## config.mk

```make
export PLATFORM = sky130hd
export DESIGN_NAME = store_buffer
export DESIGN_NICKNAME = d
export VERILOG_FILES = /design/src/rtl/store_buffer.sv
export SDC_FILE = /design/constraint.sdc
export NUM_CORES = 1
export LEC_CHECK = 0
export BUFFER_PORTS_ARGS = -buffer_cell sky130_fd_sc_hd__buf_2
export CAP_MARGIN = 0
export CORE_ASPECT_RATIO = 0.75
export CORE_MARGIN = 5
export CORE_UTILIZATION = 59
export DETAILED_ROUTE_END_ITERATION = 8
export GPL_TIMING_DRIVEN = 1
export PLACE_DENSITY = 0.79
export SYNTH_ARGS = -nofsm -noshare
export SYNTH_HDL_FRONTEND = slang
export SYNTH_SLANG_ARGS = --single-unit
```

## constraint.sdc

```tcl
create_clock -name clk -period 5.55 [get_ports clk]
set_input_delay 0.555 -clock clk [delete_from_list [all_inputs] [get_ports clk]]
set_output_delay 0.555 -clock clk [all_outputs]
set_load 0.01 [all_outputs]
```

## src/rtl/store_buffer.sv

```systemverilog
// Store buffer: circular queue of stores draining in order to the data cache.
// Define STORE_BUF_FWD_EN to build store-to-load forwarding.
module store_buffer #(
  parameter int DEPTH = 8
) (
  input  logic        clk,
  input  logic        resetn,
  input  logic        enq_en,
  input  logic [31:0] enq_addr,
  input  logic [3:0]  enq_sel,
  input  logic [31:0] enq_data,
  output logic        full,
  output logic        empty,
  input  logic        commit_en,
  input  logic        flush,
  output logic        dc_req,
  output logic [3:0]  dc_wen,
  output logic [31:0] dc_addr,
  output logic [31:0] dc_wdata,
  input  logic        dc_ready,
  input  logic [31:0] ld_addr,
  output logic        fwd_hit,
  output logic [3:0]  fwd_sel,
  output logic [31:0] fwd_data
);
  localparam int AW = $clog2(DEPTH);
  localparam int PW = AW + 1;

  logic [PW-1:0] head_q, head_d;
  logic [PW-1:0] commit_q, commit_d;
  logic [PW-1:0] tail_q, tail_d;
  logic [PW-1:0] cnt;
  logic [AW-1:0] hidx;
  logic          do_enq, do_commit, do_drain;

  logic [31:0] addr_q [DEPTH];
  logic [3:0]  sel_q  [DEPTH];
  logic [31:0] data_q [DEPTH];

  assign cnt    = tail_q - head_q;
  assign full   = (cnt == PW'(DEPTH));
  assign empty  = (tail_q == head_q);
  assign dc_req = (head_q != commit_q);
  assign hidx   = head_q[AW-1:0];

  assign dc_wen   = dc_req ? sel_q[hidx]  : 4'h0;
  assign dc_addr  = dc_req ? addr_q[hidx] : 32'h0;
  assign dc_wdata = dc_req ? data_q[hidx] : 32'h0;

  // Flush rewinds tail onto the post-commit pointer, so committed
  // stores (including one mid-handshake) are never lost.
  always_comb begin
    do_enq    = enq_en && !full && !flush;
    do_commit = commit_en && (commit_q != tail_q);
    do_drain  = dc_req && dc_ready;
    head_d    = head_q + PW'(do_drain);
    commit_d  = commit_q + PW'(do_commit);
    tail_d    = flush ? commit_d : tail_q + PW'(do_enq);
  end

  always_ff @(posedge clk) begin
    if (!resetn) begin
      head_q   <= '0;
      commit_q <= '0;
      tail_q   <= '0;
    end else begin
      head_q   <= head_d;
      commit_q <= commit_d;
      tail_q   <= tail_d;
    end
  end

  always_ff @(posedge clk) begin
    if (do_enq) begin
      addr_q[tail_q[AW-1:0]] <= enq_addr;
      sel_q[tail_q[AW-1:0]]  <= enq_sel;
      data_q[tail_q[AW-1:0]] <= enq_data;
    end
  end

`ifdef STORE_BUF_FWD_EN
  logic [PW-1:0] fwd_ptr;

  // Scan oldest to youngest; later matches override earlier ones.
  always_comb begin
    fwd_hit  = 1'b0;
    fwd_sel  = 4'h0;
    fwd_data = 32'h0;
    fwd_ptr  = '0;
    for (int i = 0; i < DEPTH; i++) begin
      fwd_ptr = head_q + PW'(i);
      if ((PW'(i) < cnt) &&
          (addr_q[fwd_ptr[AW-1:0]][31:2] == ld_addr[31:2])) begin
        fwd_hit  = 1'b1;
        fwd_sel  = sel_q[fwd_ptr[AW-1:0]];
        fwd_data = data_q[fwd_ptr[AW-1:0]];
      end
    end
  end
`else
  logic unused_ld;

  assign unused_ld = ^ld_addr;
  assign fwd_hit   = 1'b0;
  assign fwd_sel   = 4'h0;
  assign fwd_data  = 32'h0;
`endif

endmodule

```

# Word level (Yosys, flattened, before mapping)
# Memory sizes are Yosys's and may differ from the RTL's. A register that Yosys moved wholly into a read port is not among the register bits.
# Index checks and enable logic that the tools add are counted.
[totals]
mem_bits_rw = 544
n_memories = 3
regBits = 12
wordCells = 29
out_inout_bits = 108
inputBits = 106
[classes]
n_addsub = 4
muxes = 9
eq_ne = 4
reduce_logical = 6
[memory_table]
columns = ["memory", "words", "width", "read_ports", "rd_ports_with_merged_regs", "wr", "line", "source"]
rows = [
  ["addr_q", 8, 32, 1, 1, 1, "36", "logic [31:0] addr_q [DEPTH];"],
  ["data_q", 8, 32, 1, 1, 1, "38", "logic [31:0] data_q [DEPTH];"],
  ["sel_q", 8, 4, 1, 1, 1, "37", "logic [3:0] sel_q [DEPTH];"],
]
[ops]
columns = ["operator", "n"]
rows = [
  ["$mux W32", 2],
  ["$add A4 B1 Y4", 3],
  ["$mux W3", 3],
  ["$mux W4", 2],
  ["$ne A4 B4 Y1", 2],
  ["$eq A4 B4 Y1", 1],
  ["$eq A4 B4 Y1 const B", 1],
  ["$logic_and A1 B1 Y1", 4],
  ["$sub A4 B4 Y4", 1],
  ["$logic_not A1 Y1", 2],
  ["$mux W1", 2],
]

# Logic depth before layout (Yosys ltp)
# Gate-level depths: netlist of run 1.
[logic_depth]
word_depth = 7
ltp_mapped = 13
depth_no_buf = 11

# Least setup slack after synthesis of run 1
# Ideal clock, no wire load.
[synth_timing]
kind = "reg-to-reg"
startpoint = "register head_q[1]"
endpoint = "memory addr_q[2][0], enable pin"
stages_incl_launch_ff = 9
required_time_ps = 5091
arrival_ps = 3975
setup_ps = 459
period_less_slack_ps = 4434
slack_ps = 1116
path_buffers = 2
cell_sequence = "dfxtp_1 -> buf_2 -> buf_2 -> inv_1 -> ha_1 -> nor2b_1 -> o21ai_0 -> o211a_4 -> nor4bb_4"
[synth_between]
elab_chain_len = 7
[synth_lines]
columns = ["item", "line", "source"]
rows = [
  ["start, declared", "29", "logic [PW-1:0] head_q, head_d;"],
  ["start signal, assigned", "63", "head_q <= '0;"],
  ["start signal, assigned", "67", "head_q <= head_d;"],
  ["$sub A4 B4 Y4", "40", "assign cnt = tail_q - head_q;"],
  ["$eq A4 B4 Y1", "41", "assign full = (cnt == PW'(DEPTH));"],
  ["$logic_not A1 Y1", "53", "do_enq = enq_en && !full && !flush;"],
  ["$logic_and A1 B1 Y1 (2 in series)", "53", ""],
  ["$mux W1", "74", "if (do_enq) begin"],
  ["$mux W1 (implied by the code)", "75", "addr_q[tail_q[AW-1:0]] <= enq_addr;"],
  ["end, declared", "36", ""],
]
# No other way between the ends.

# Worst setup path in the final report of run 1
[layout_timing]
startpoint = "register head_q[1]"
endpoint = "output dc_wdata[16]"
[layout_between]
elab_chain_len = 2
[layout_lines]
columns = ["item", "line", "source"]
rows = [
  ["$ne A4 B4 Y1", "43", "assign dc_req = (head_q != commit_q);"],
  ["$mux W32", "48", "assign dc_wdata = dc_req ? data_q[hidx] : 32'h0;"],
  ["end, declared", "19", "output logic [31:0] dc_wdata,"],
]
# No other way between the ends.

==> results of run 1 <==
==> routing by layer <==
layer	GRT usage	wire length, microns
met3	0.04164	3264
met1	0.3037	17540
met5	0	53
met4	0.05340	923
met2	0.3602	22070
==> metrics by stage <==
stage          power, mW  setup WS, ns  hold slack [ns]
2_1_floorplan      6.233         1.116           0.5757
3_3_place_gp       6.855         1.947           0.6059
3_5_place_dp       6.890         1.924           0.6555
4_1_cts            10.12         1.297           0.2242
5_1_grt            10.46         1.135           0.2393
6_report           10.03         1.370           0.2515
==> worst max-delay path by stage <==
stage	startpoint	endpoint
3_5_place_dp	head_q[1]	dc_wdata[16]
3_3_place_gp	head_q[1]	dc_wdata[16]
4_1_cts	head_q[0]	dc_wdata[9]
5_1_grt	head_q[0]	dc_wdata[9]
2_1_floorplan	head_q[1]	addr_q[2][0]
6_report	head_q[1]	dc_wdata[16]
==> flip-flops by register name (all words and copies together), names as in the netlist <==
signal,flops
addr_q,256
data_q,256
sel_q,32
commit_q,4
tail_q,4
head_q,4
==> worst max-delay path, delay by kind of cell, from the launching register on <==
kind | cells | cell delay, ns
simple gates | 1 | 0.06
compound gates | 1 | 0.33
buf+inv | 3 | 1.85
flops | 1 | 0.34
mux | 1 | 0.37
==> logic make-up (layout without fill, tap and decap cells) <==
logic type               count (synthesis)  after routing  share of synthesized area
flip-flops                             556            556                     0.7619
AND/OR/NAND/NOR                        173            173                    0.03566
multiplexers                           138            138                     0.1417
AO/OA/AOI/OAI                           75             75                    0.01846
XOR/XNOR                                16             16                   0.007074
buffers and inverters                   98            259                    0.02985
adder cells (fa/ha/maj)                  9              9                   0.005176
other                                    1             38                  0.0001724
==> area by class of cell <==
cell class	count	area (sq um)
well taps	496	620.6
flip-flops and latches	556	16590
clock inverters	19	117.6
clock buffers	67	1419
inverters	4	15.01
multi-input cells	448	4701
diodes	1	2.502
repair buffers	169	908.4
fillers	2340	11740
==> Yosys cell counts (4+ instances only) <==
library cell  count  area, sq um
ha_1              9        112.6
clkbuf_1         18        67.56
mux4_2          136         3063
nand2_1         138        518.0
xor2_1           12        105.1
a21oi_1          70        350.3
dfxtp_1          12        240.2
nor2_1            4        15.01
buf_12            4        80.08
edfxtp_1        544        16340
buf_2            19        95.09
nor2b_1           7        43.79
buf_4            46        345.3
buf_1             4        15.01
and2_1            7        43.79
nand3_1           5        25.02
==> power breakdown <==
group          switching (mW)  leakage (nW)  internal, mW
sequential             0.0554          5.01          4.75
combinational            1.15          2.36         0.819
clock                    1.43         0.748          1.83
total                    2.64          8.12          7.39
==> metrics.yaml, run 1 <==
run_status:
  status: "complete, no violations"
place:
  dp.cells: 1673
  gp_congestion: 0.7139
  io_buffers: 144
  place_hpwl_mm: 22.70
  postPlaceCellArea_sq_um: 22830
sta:
  slew_headroom: 0.2390
  period_needed_ns: 4.180
  fin_crit_sh: 0.7532
  slew_violations: 0
  final.setup.tns_ns: 0
  max_freq_mhz: 239.2
  fin_worst_skew_ns: 0.01164
  hold_violations: 0
  rsz0062_at_grt: "no"
  worst_pin_slew_ns: 1.141
  setup_viol: 0
detailed_routing:
  drt_iter0_markers: 980
  wirelength_mm: 43.85
  ant_nets: 0
  drcViolationCount: 0
  viasPerCell: 5.961
  firstDrtPassIters: 6
  wire_per_inst_microns: 24.91
  vias: 10490
hold_path:
  min-delay-start: "enq_addr[19]"
  worstHoldEndpoint: "addr_q[1][19]"
  hold_path.class: "in2reg"
  whs_path_depth: 1
synthesis:
  syn_inst: 1066
  yosysUniqueCellTypes: 39
  synth-seq-area-share: 0.7619
  synthFlopType: "edfxtp_1"
  synth_area_sq_um: 21760
  synth-seq-cells: 556
  avgSynthCellArea_sq_um: 20.41
  async_flop_share: 0
  yosys_warnings: 0
  synth_enable_flop_cells: 544
power_and_ir_drop:
  max-vdd-ir-drop_uv: 339.9
  p_leak_nw: 8.118
  power_density_nw_per_um2: 411.7
grt:
  antenna_found_initial: 5
  grt_max_degree: 79
  grt_first_pass_wirelength_mm: 66.16
  grt_pass1_vias: 10920
  grt-ovfl-total: 0
  grtUsageTotal: 0.2163
cells_and_area:
  final_util: 0.6749
  mostFrequentLayoutCells: "edfxtp_1 (544), buf_2 (144), nand2_1 (138), mux4_2 (136), a21oi_1 (70)"
  final_layout_size_suffix_gt1_frac: 0.3072
  instances_no_fill: 1760
  final_common_cell: "edfxtp_1"
  area_growth_pct: 12.02
  fin_area_sq_um: 24370
  fin_nets: 1344
clocking:
  clk_pin_slew_ns: 0.06
  cts_tree: "built"
  clk_path_buf_depth: 3
  clk_latency_ns: 0.57
  cts_resized: 0
  cts_buffers: 50
  clockRootBuffer: "clkbuf_16"
  cts-htree-levels: 2
  postCtsSetupBuffers: 0
  numClockSinks: 556
  hold_buffers: 0
die:
  coreArea_sq_um: 36110
  die_area_sq_um: 40850
  num_rows: 60
  initial_core_util: 0.6025
  boundaryPins: 214
  fp.dieH_microns: 176.3
  dieWidth_microns: 231.7
setup_path:
  cp_max_fo: 78
  worst_ep_arrival_time_ns: 3.63
  critPathSlowestCell: "buf_4"
  reg2reg_depth: 6
  timing.rr.end: "data_q[4][7]"
  regToRegStartpoint: "tail_q[1]"
  worstSetupPathType: "reg2out"
  worst-r2r-setup-slack_ns: 2.35
  start_kind: "flop"
  end_kind: "primary output"
  required_ns: 4.99
  cp_common_cell: "buf_4"
  cp_cell_sequence: "buf_4 > buf_4 > mux4_2 > nand2_1 > a21oi_1 > buf_2"
  cp_slowest_stage_delay_ns: 0.97
job:
  cap_viol_max_count: 0
Note: power is estimated with default switching activity, not from simulation.
==> run 2: changes to the inputs <==
- clock period: 5.55 -> 4.1 ns (I/O delays scaled with it)
==> run 2 against run 1 <==
  * Die area stayed put
  * Setup slack worse by 0.51 ns
  * Sequential power is 35% higher
  * Total power is 34% higher
  * Critical endpoint is now dc_wen[3]
  * Critical path depth stayed put
  * Count of clock-buffer cells in the layout stayed put
==> metrics.yaml, run 2 (same netlist as run 1, synthesis figures left out) <==
detailed_routing:
  ant_nets: 0  # unchanged
  wirelength_mm: 42.61  # -2.8%
  vias: 10390  # -0.96%
  drcViolationCount: 0  # unchanged
  wire_per_inst_microns: 24.13  # -3.2%
  drt_iter0_markers: 900  # -8.2%
  firstDrtPassIters: 5  # -1
  viasPerCell: 5.884  # -1.3%
place:
  place_hpwl_mm: 23.42  # +3.2%
  io_buffers: 144  # unchanged
  gp_congestion: 0.7390  # +3.5%
  preCtsSetupSlack_ns: 1.276  # -0.6484 ns
cells_and_area:
  mostFrequentLayoutCells: "edfxtp_1 (544), buf_2 (144), nand2_1 (138), mux4_2 (136), a21oi_1 (70)"
  final_layout_size_suffix_gt1_frac: 0.3050  # -0.002241
  area_growth_pct: 12.22
  fin_nets: 1345  # +0.074%
  final_common_cell: "edfxtp_1"
  final_util: 0.6761  # +0.001213
grt:
  grtUsageTotal: 0.2100  # -0.006344
  grt-busiest-layer: "met2"
  met1_usage: 0.2924  # -0.01129
  grtUsageMet2: 0.3543  # -0.005860
  antenna_found_initial: 7  # +2
  grt_first_pass_wirelength_mm: 65.36  # -1.2%
  grt-ovfl-total: 0  # unchanged
  grt_pass1_vias: 10810  # -1.0%
  use_met3: 0.04228  # +0.0006431
  grt_max_degree: 88  # +11%
sta:
  period_needed_ns: 3.240
  fin_crit_sh: 0.7903
  fin_worst_skew_ns: 0.02142  # +0.009777 ns
  rsz0062_at_grt: "no"
  slew_violations: 0  # unchanged
  max_freq_mhz: 308.6
  setup_ws_ns: 0.8596  # -0.5100 ns
  setup_viol: 0  # unchanged
  slew_headroom: 0.3401  # +0.1010
  hold_violations: 0  # unchanged
  worst_pin_slew_ns: 0.9899  # -0.1515 ns
  final.setup.tns_ns: 0  # unchanged
clocking:
  hold_buffers: 0  # unchanged
  cts_tree: "built"
  cts_buffers: 49  # -2.0%
  clk_latency_ns: 0.57  # about the same
  cts-htree-levels: 2  # unchanged
  cts_resized: 0  # unchanged
  postCtsSetupBuffers: 0  # unchanged
  clockRootBuffer: "clkbuf_16"
  numClockSinks: 556  # unchanged
  clk_pin_slew_ns: 0.06  # about the same
  clk_path_buf_depth: 3  # unchanged
setup_path:
  end_kind: "primary output"
  start_kind: "flop"
  worstSetupPathType: "reg2out"
  worst_ep_arrival_time_ns: 2.83  # -0.80 ns
  worst-r2r-setup-slack_ns: 1.28  # -1.07 ns
  required_ns: 3.69  # -1.30 ns
  cp_max_fo: 39  # -50%
die:
  num_rows: 60  # unchanged
  fp.dieH_microns: 176.3  # unchanged
  dieWidth_microns: 231.7  # unchanged
  initial_core_util: 0.6025  # unchanged
  coreArea_sq_um: 36110  # unchanged
  boundaryPins: 214  # unchanged
  die_area_sq_um: 40850  # unchanged
power_and_ir_drop:
  power_density_nw_per_um2: 549.3  # +33%
  power.internal_mw: 9.886  # +34%
  p_leak_nw: 8.122  # about the same
  power.switching_mw: 3.524  # +33%
  switching_share: 0.2628  # -0.0004066
  p_comb_frac: 0.200  # +0.003
  clkPwrFrac: 0.317  # -0.008
  power_frac_seq: 0.484  # +0.005
  max-vdd-ir-drop_uv: 447.8  # +32%
job:
  cap_viol_max_count: 0  # unchanged
run_status:
  status: "complete, no violations"
hold_path:
  hold_path.class: "in2reg"
-- run 2: cell count changes in the layout (fill, tap and decap cells not counted), moves of 2 or more --
cell / previous run / this run
clkinv_2: 7 / 11
buf_4: 25 / 21
clkbuf_16: 53 / 51
ha_1: 9 / 7
clkbuf_8: 4 / 0
clkbuf_1: 10 / 16
ha_4: 0 / 2
buf_12: 0 / 6
clkinvlp_4: 3 / 0
clkinv_1: 8 / 11
-- run 2: path summary, 6_finish.rpt --
| check | from | to | depth (start not counted) |
|---|---|---|---|
| worst max-delay path | head_q[2] | dc_wen[3] | 6 |
| worst min-delay path | enq_addr[7] | addr_q[4][7] | 1 |
| worst max register to register | tail_q[0] | sel_q[4][0] | 7 |
| worst min register to register | commit_q[3] | commit_q[3] | 2 |
-- run 2: through the flow --
step           hold WS, ns  cell area, sq um  cells  total power [mW]
2_1_floorplan       0.5089             21940   1102             8.444
3_3_place_gp        0.6068             22950   1675             9.279
3_5_place_dp        0.6092             22950   1675             9.340
4_1_cts            0.07931             24410   1765             13.57
5_1_grt            0.09430             24410   1766             14.03
6_report            0.1023             24410   1766             13.41
-- run 2: cell type report --
| type | count | area [sq um] |
|---|---|---|
| Sequential cell | 556 | 16580 |
| Fill cell | 2277 | 11700 |
| Multi-Input combinational cell | 448 | 4726 |
| Clock buffer | 67 | 1336 |
| Timing Repair Buffer | 171 | 998.5 |
| Tap cell | 496 | 620.6 |
| Clock inverter | 23 | 130.1 |
| Inverter | 4 | 16.27 |
| Antenna cell | 1 | 2.502 |
-- run 2: power groups by stage --
stage / Combinational (mW) / Clock [mW] / Sequential [mW]
2_1_floorplan: 1.85 / 0 / 6.59
3_3_place_gp: 2.68 / 0 / 6.60
3_5_place_dp: 2.73 / 0 / 6.61
4_1_cts: 2.74 / 4.34 / 6.49
5_1_grt: 2.93 / 4.60 / 6.50
6_report: 2.68 / 4.25 / 6.49
-- run 2: worst max-delay path, stage by stage (launching register included) --
cell and delay [ns]:
dfxtp_2 0.35, buf_4 0.49, xor2_1 0.20, nor4_4 0.27
buf_4 0.55, a21oi_1 0.19, buf_2 0.20
-- run 2: metal layers --
metal  wire length [microns]  part of all wire
met5                      86            0.0020
met4                     711             0.017
met3                    3194             0.075
met2                   22230              0.52
met1                   16390              0.38
==> run 3: changes to the inputs <==
- ABC_AREA: not set -> 1
- PLACE_DENSITY: 0.79 -> 0.78
- clock period: 4.1 -> 3.2 ns (I/O delays scaled with it)
==> run 3 against run 2 <==
  * Sequential cell count unchanged
  * Clock power increased by 34%
  * Register-to-register slack worse by 0.58 ns
==> metrics.yaml, run 3 <==
run_status:
  status: "complete, no violations"
power_and_ir_drop:
  power_density_nw_per_um2: 766.1  # +39%
  p_leak_nw: 8.846  # +8.9%
  power_mw: 19.35  # +44%
  max-vdd-ir-drop_uv: 667.9  # +49%
job:
  cap_viol_max_count: 0  # unchanged
setup_path:
  cp_max_fo: 81  # +110%
  required_ns: 2.88  # -0.81 ns
  timing.rr.end: "addr_q[7][19]"
  cp_common_cell: "nor2_1"
  start_kind: "flop"
  regToRegStartpoint: "tail_q[0]"
  reg2reg_depth: 10  # +3
  cp_slowest_stage_delay_ns: 0.42  # -0.13 ns
  worst_ep_arrival_time_ns: 2.70  # -0.13 ns
  crit_cells: 8  # +2
  worstSetupStartpoint: "head_q[1]"
  critPathSlowestCell: "dfxtp_4"
  path_buf_inv: 3  # unchanged
  cp-endpoint: "dc_addr[10]"
  cp_cell_sequence: "buf_16 > xor2_1 > nor2_1 > nand2_2 > buf_4 > nand2_1 > nor2_1 > buf_2"
  worst-r2r-setup-slack_ns: 0.70  # -0.58 ns
  end_kind: "primary output"
  worstSetupPathType: "reg2out"
  crit_family: "buffers and inverters"
synthesis:
  yosysUniqueCellTypes: 26  # -33%
  synth_area_leaders: "edfxtp_1 (73%), nor2_1 (8.4%), o21ai_0 (5.2%)"
  yosys_warnings: 0  # unchanged
  synth-seq-cells: 556  # unchanged
  synthFlopType: "edfxtp_1"
  synth_common_cells: "edfxtp_1 (544), nor2_1 (498), o21ai_0 (231)"
  synth-seq-area-share: 0.7417  # -0.02022
  yosys.cell_count.top_type: "edfxtp_1"
  synth_area_sq_um: 22350  # +2.7%
  async_flop_share: 0  # unchanged
  synth_top_area_share: 0.7309  # -0.01993
  synth_top_area_cell: "edfxtp_1"
  syn_inst: 1779  # +67%
  avgSynthCellArea_sq_um: 12.56  # -38%
  synth_enable_flop_cells: 544  # unchanged
cells_and_area:
  fin_nets: 2021  # +50%
  mostFrequentLayoutCells: "edfxtp_1 (544), nor2_1 (490), o21ai_0 (231), buf_2 (144), nand2_1 (87)"
  final_common_cell: "edfxtp_1"
  final_util: 0.6782  # +0.002086
  final_layout_size_suffix_gt1_frac: 0.1313  # -0.1737
  area_growth_pct: 13.03
  fin_area_sq_um: 25260  # +3.5%
sta:
  hold_ws_ns: 0.02146  # -0.08082 ns
  fin_worst_skew_ns: 0.01188  # -0.009535 ns
  fin_crit_sh: 0.9442
  worst_pin_slew_ns: 0.8491  # -0.1408 ns
  final.setup.tns_ns: 0  # unchanged
  period_needed_ns: 3.021
  setup_viol: 0  # unchanged
  slew_violations: 0  # unchanged
  max_freq_mhz: 331.0
  slew_headroom: 0.4339  # +0.09384
  hold_violations: 0  # unchanged
  rsz0062_at_grt: "no"
detailed_routing:
  wire_per_inst_microns: 20.10  # -17%
  drcViolationCount: 0  # unchanged
  drt_iter0_markers: 1466  # +63%
  ant_nets: 0  # unchanged
  vias: 14100  # +36%
  viasPerCell: 5.761  # -2.1%
  wirelength_mm: 49.20  # +15%
  firstDrtPassIters: 5  # unchanged
place:
  io_buffers: 144  # unchanged
  place_hpwl_mm: 24.10  # +2.9%
  postPlaceCellArea_sq_um: 23500  # +2.4%
  gp_congestion: 0.7958  # +7.7%
clocking:
  clk_latency_ns: 0.57  # about the same
  clk_pin_slew_ns: 0.06  # about the same
  cts-htree-levels: 2  # unchanged
  cts_tree: "built"
  numClockSinks: 556  # unchanged
  clockRootBuffer: "clkbuf_16"
  cts_buffers: 50  # +2.0%
  clk_path_buf_depth: 3  # unchanged
hold_path:
  min-delay-start: "enq_data[18]"
  hold_path.class: "in2reg"
die:
  coreArea_sq_um: 37250  # +3.1%
  num_rows: 61  # +1.7%
  initial_core_util: 0.6000  # -0.002455
  fp.dieH_microns: 178.6  # +1.3%
  boundaryPins: 214  # unchanged
  die_area_sq_um: 41910  # +2.6%
  dieWidth_microns: 234.7  # +1.3%
grt:
  grtUsageTotal: 0.2230  # +0.01303
  grt-ovfl-total: 0  # unchanged
  grt_max_degree: 163  # +85%
  grt_pass1_vias: 13380  # +24%
  grt_first_pass_wirelength_mm: 74.14  # +13%
  antenna_found_initial: 7  # unchanged
run 3: per-stage QoR:
stage / setup slack [ns] / cells
4_1_cts: 0.04916 / 2445
5_1_grt: 0.06593 / 2448
3_3_place_gp: 0.6689 / 2339
2_1_floorplan: 0.08335 / 1815
3_5_place_dp: 0.5468 / 2339
6_report: 0.1786 / 2448
run 3: area by class of cell:
cell class,count,area [sq um]
fill,2603,11990
tap,504,630.6
inverter,28,110.1
clock inverter,24,230.2
antenna,2,5.005
multi-input combinational,1078,5056
clock buffer,64,1304
sequential,556,16590
timing repair buffer,192,1338
run 3: cell families after synthesis:
family,synth area share
AOI/OAI and AO/OA,0.1047
xor gates and xnor gates,0.004311
adders and majority gates,0.005039
buffers and inverters,0.04115
DFF,0.7417
other,0.0001678
and+or+nand+nor,0.1030
run 3: timing repair:
action                                  CTS  global route
gates cloned                              0             1
hold endpoints to repair                109             0
resized for setup                         2             2
buffers inserted                          0             0
hold buffers                             18             0
endpoints found under the setup margin    2             5
run 3: per-layer routing:
layer / up-vias / routed length, microns / GRT usage
met4: 10 / 731 / 0.05423
met3: 72 / 3970 / 0.04158
met5: - / 58 / 0
met2: 578 / 24360 / 0.3771
li1: 6582 / - / -
met1: 6861 / 20080 / 0.3069
run 3: worst min path at each step:
stage	endpoint	slack [ns]	cells after the start
2_1_floorplan	tail_q[2]	0.41	1
3_3_place_gp	head_q[3]	0.56	2
3_5_place_dp	head_q[3]	0.56	2
4_1_cts	data_q[4][11]	0.0005	1
5_1_grt	addr_q[3][20]	0.004	1
6_report	data_q[3][18]	0.02	1
run 3: report_power, final:
part	internal (mW)	switching, mW	total (mW)
registers	8.18	0.0841	8.26
clock network	3.20	2.48	5.68
logic	1.64	3.77	5.41
total	13.0	6.34	19.4
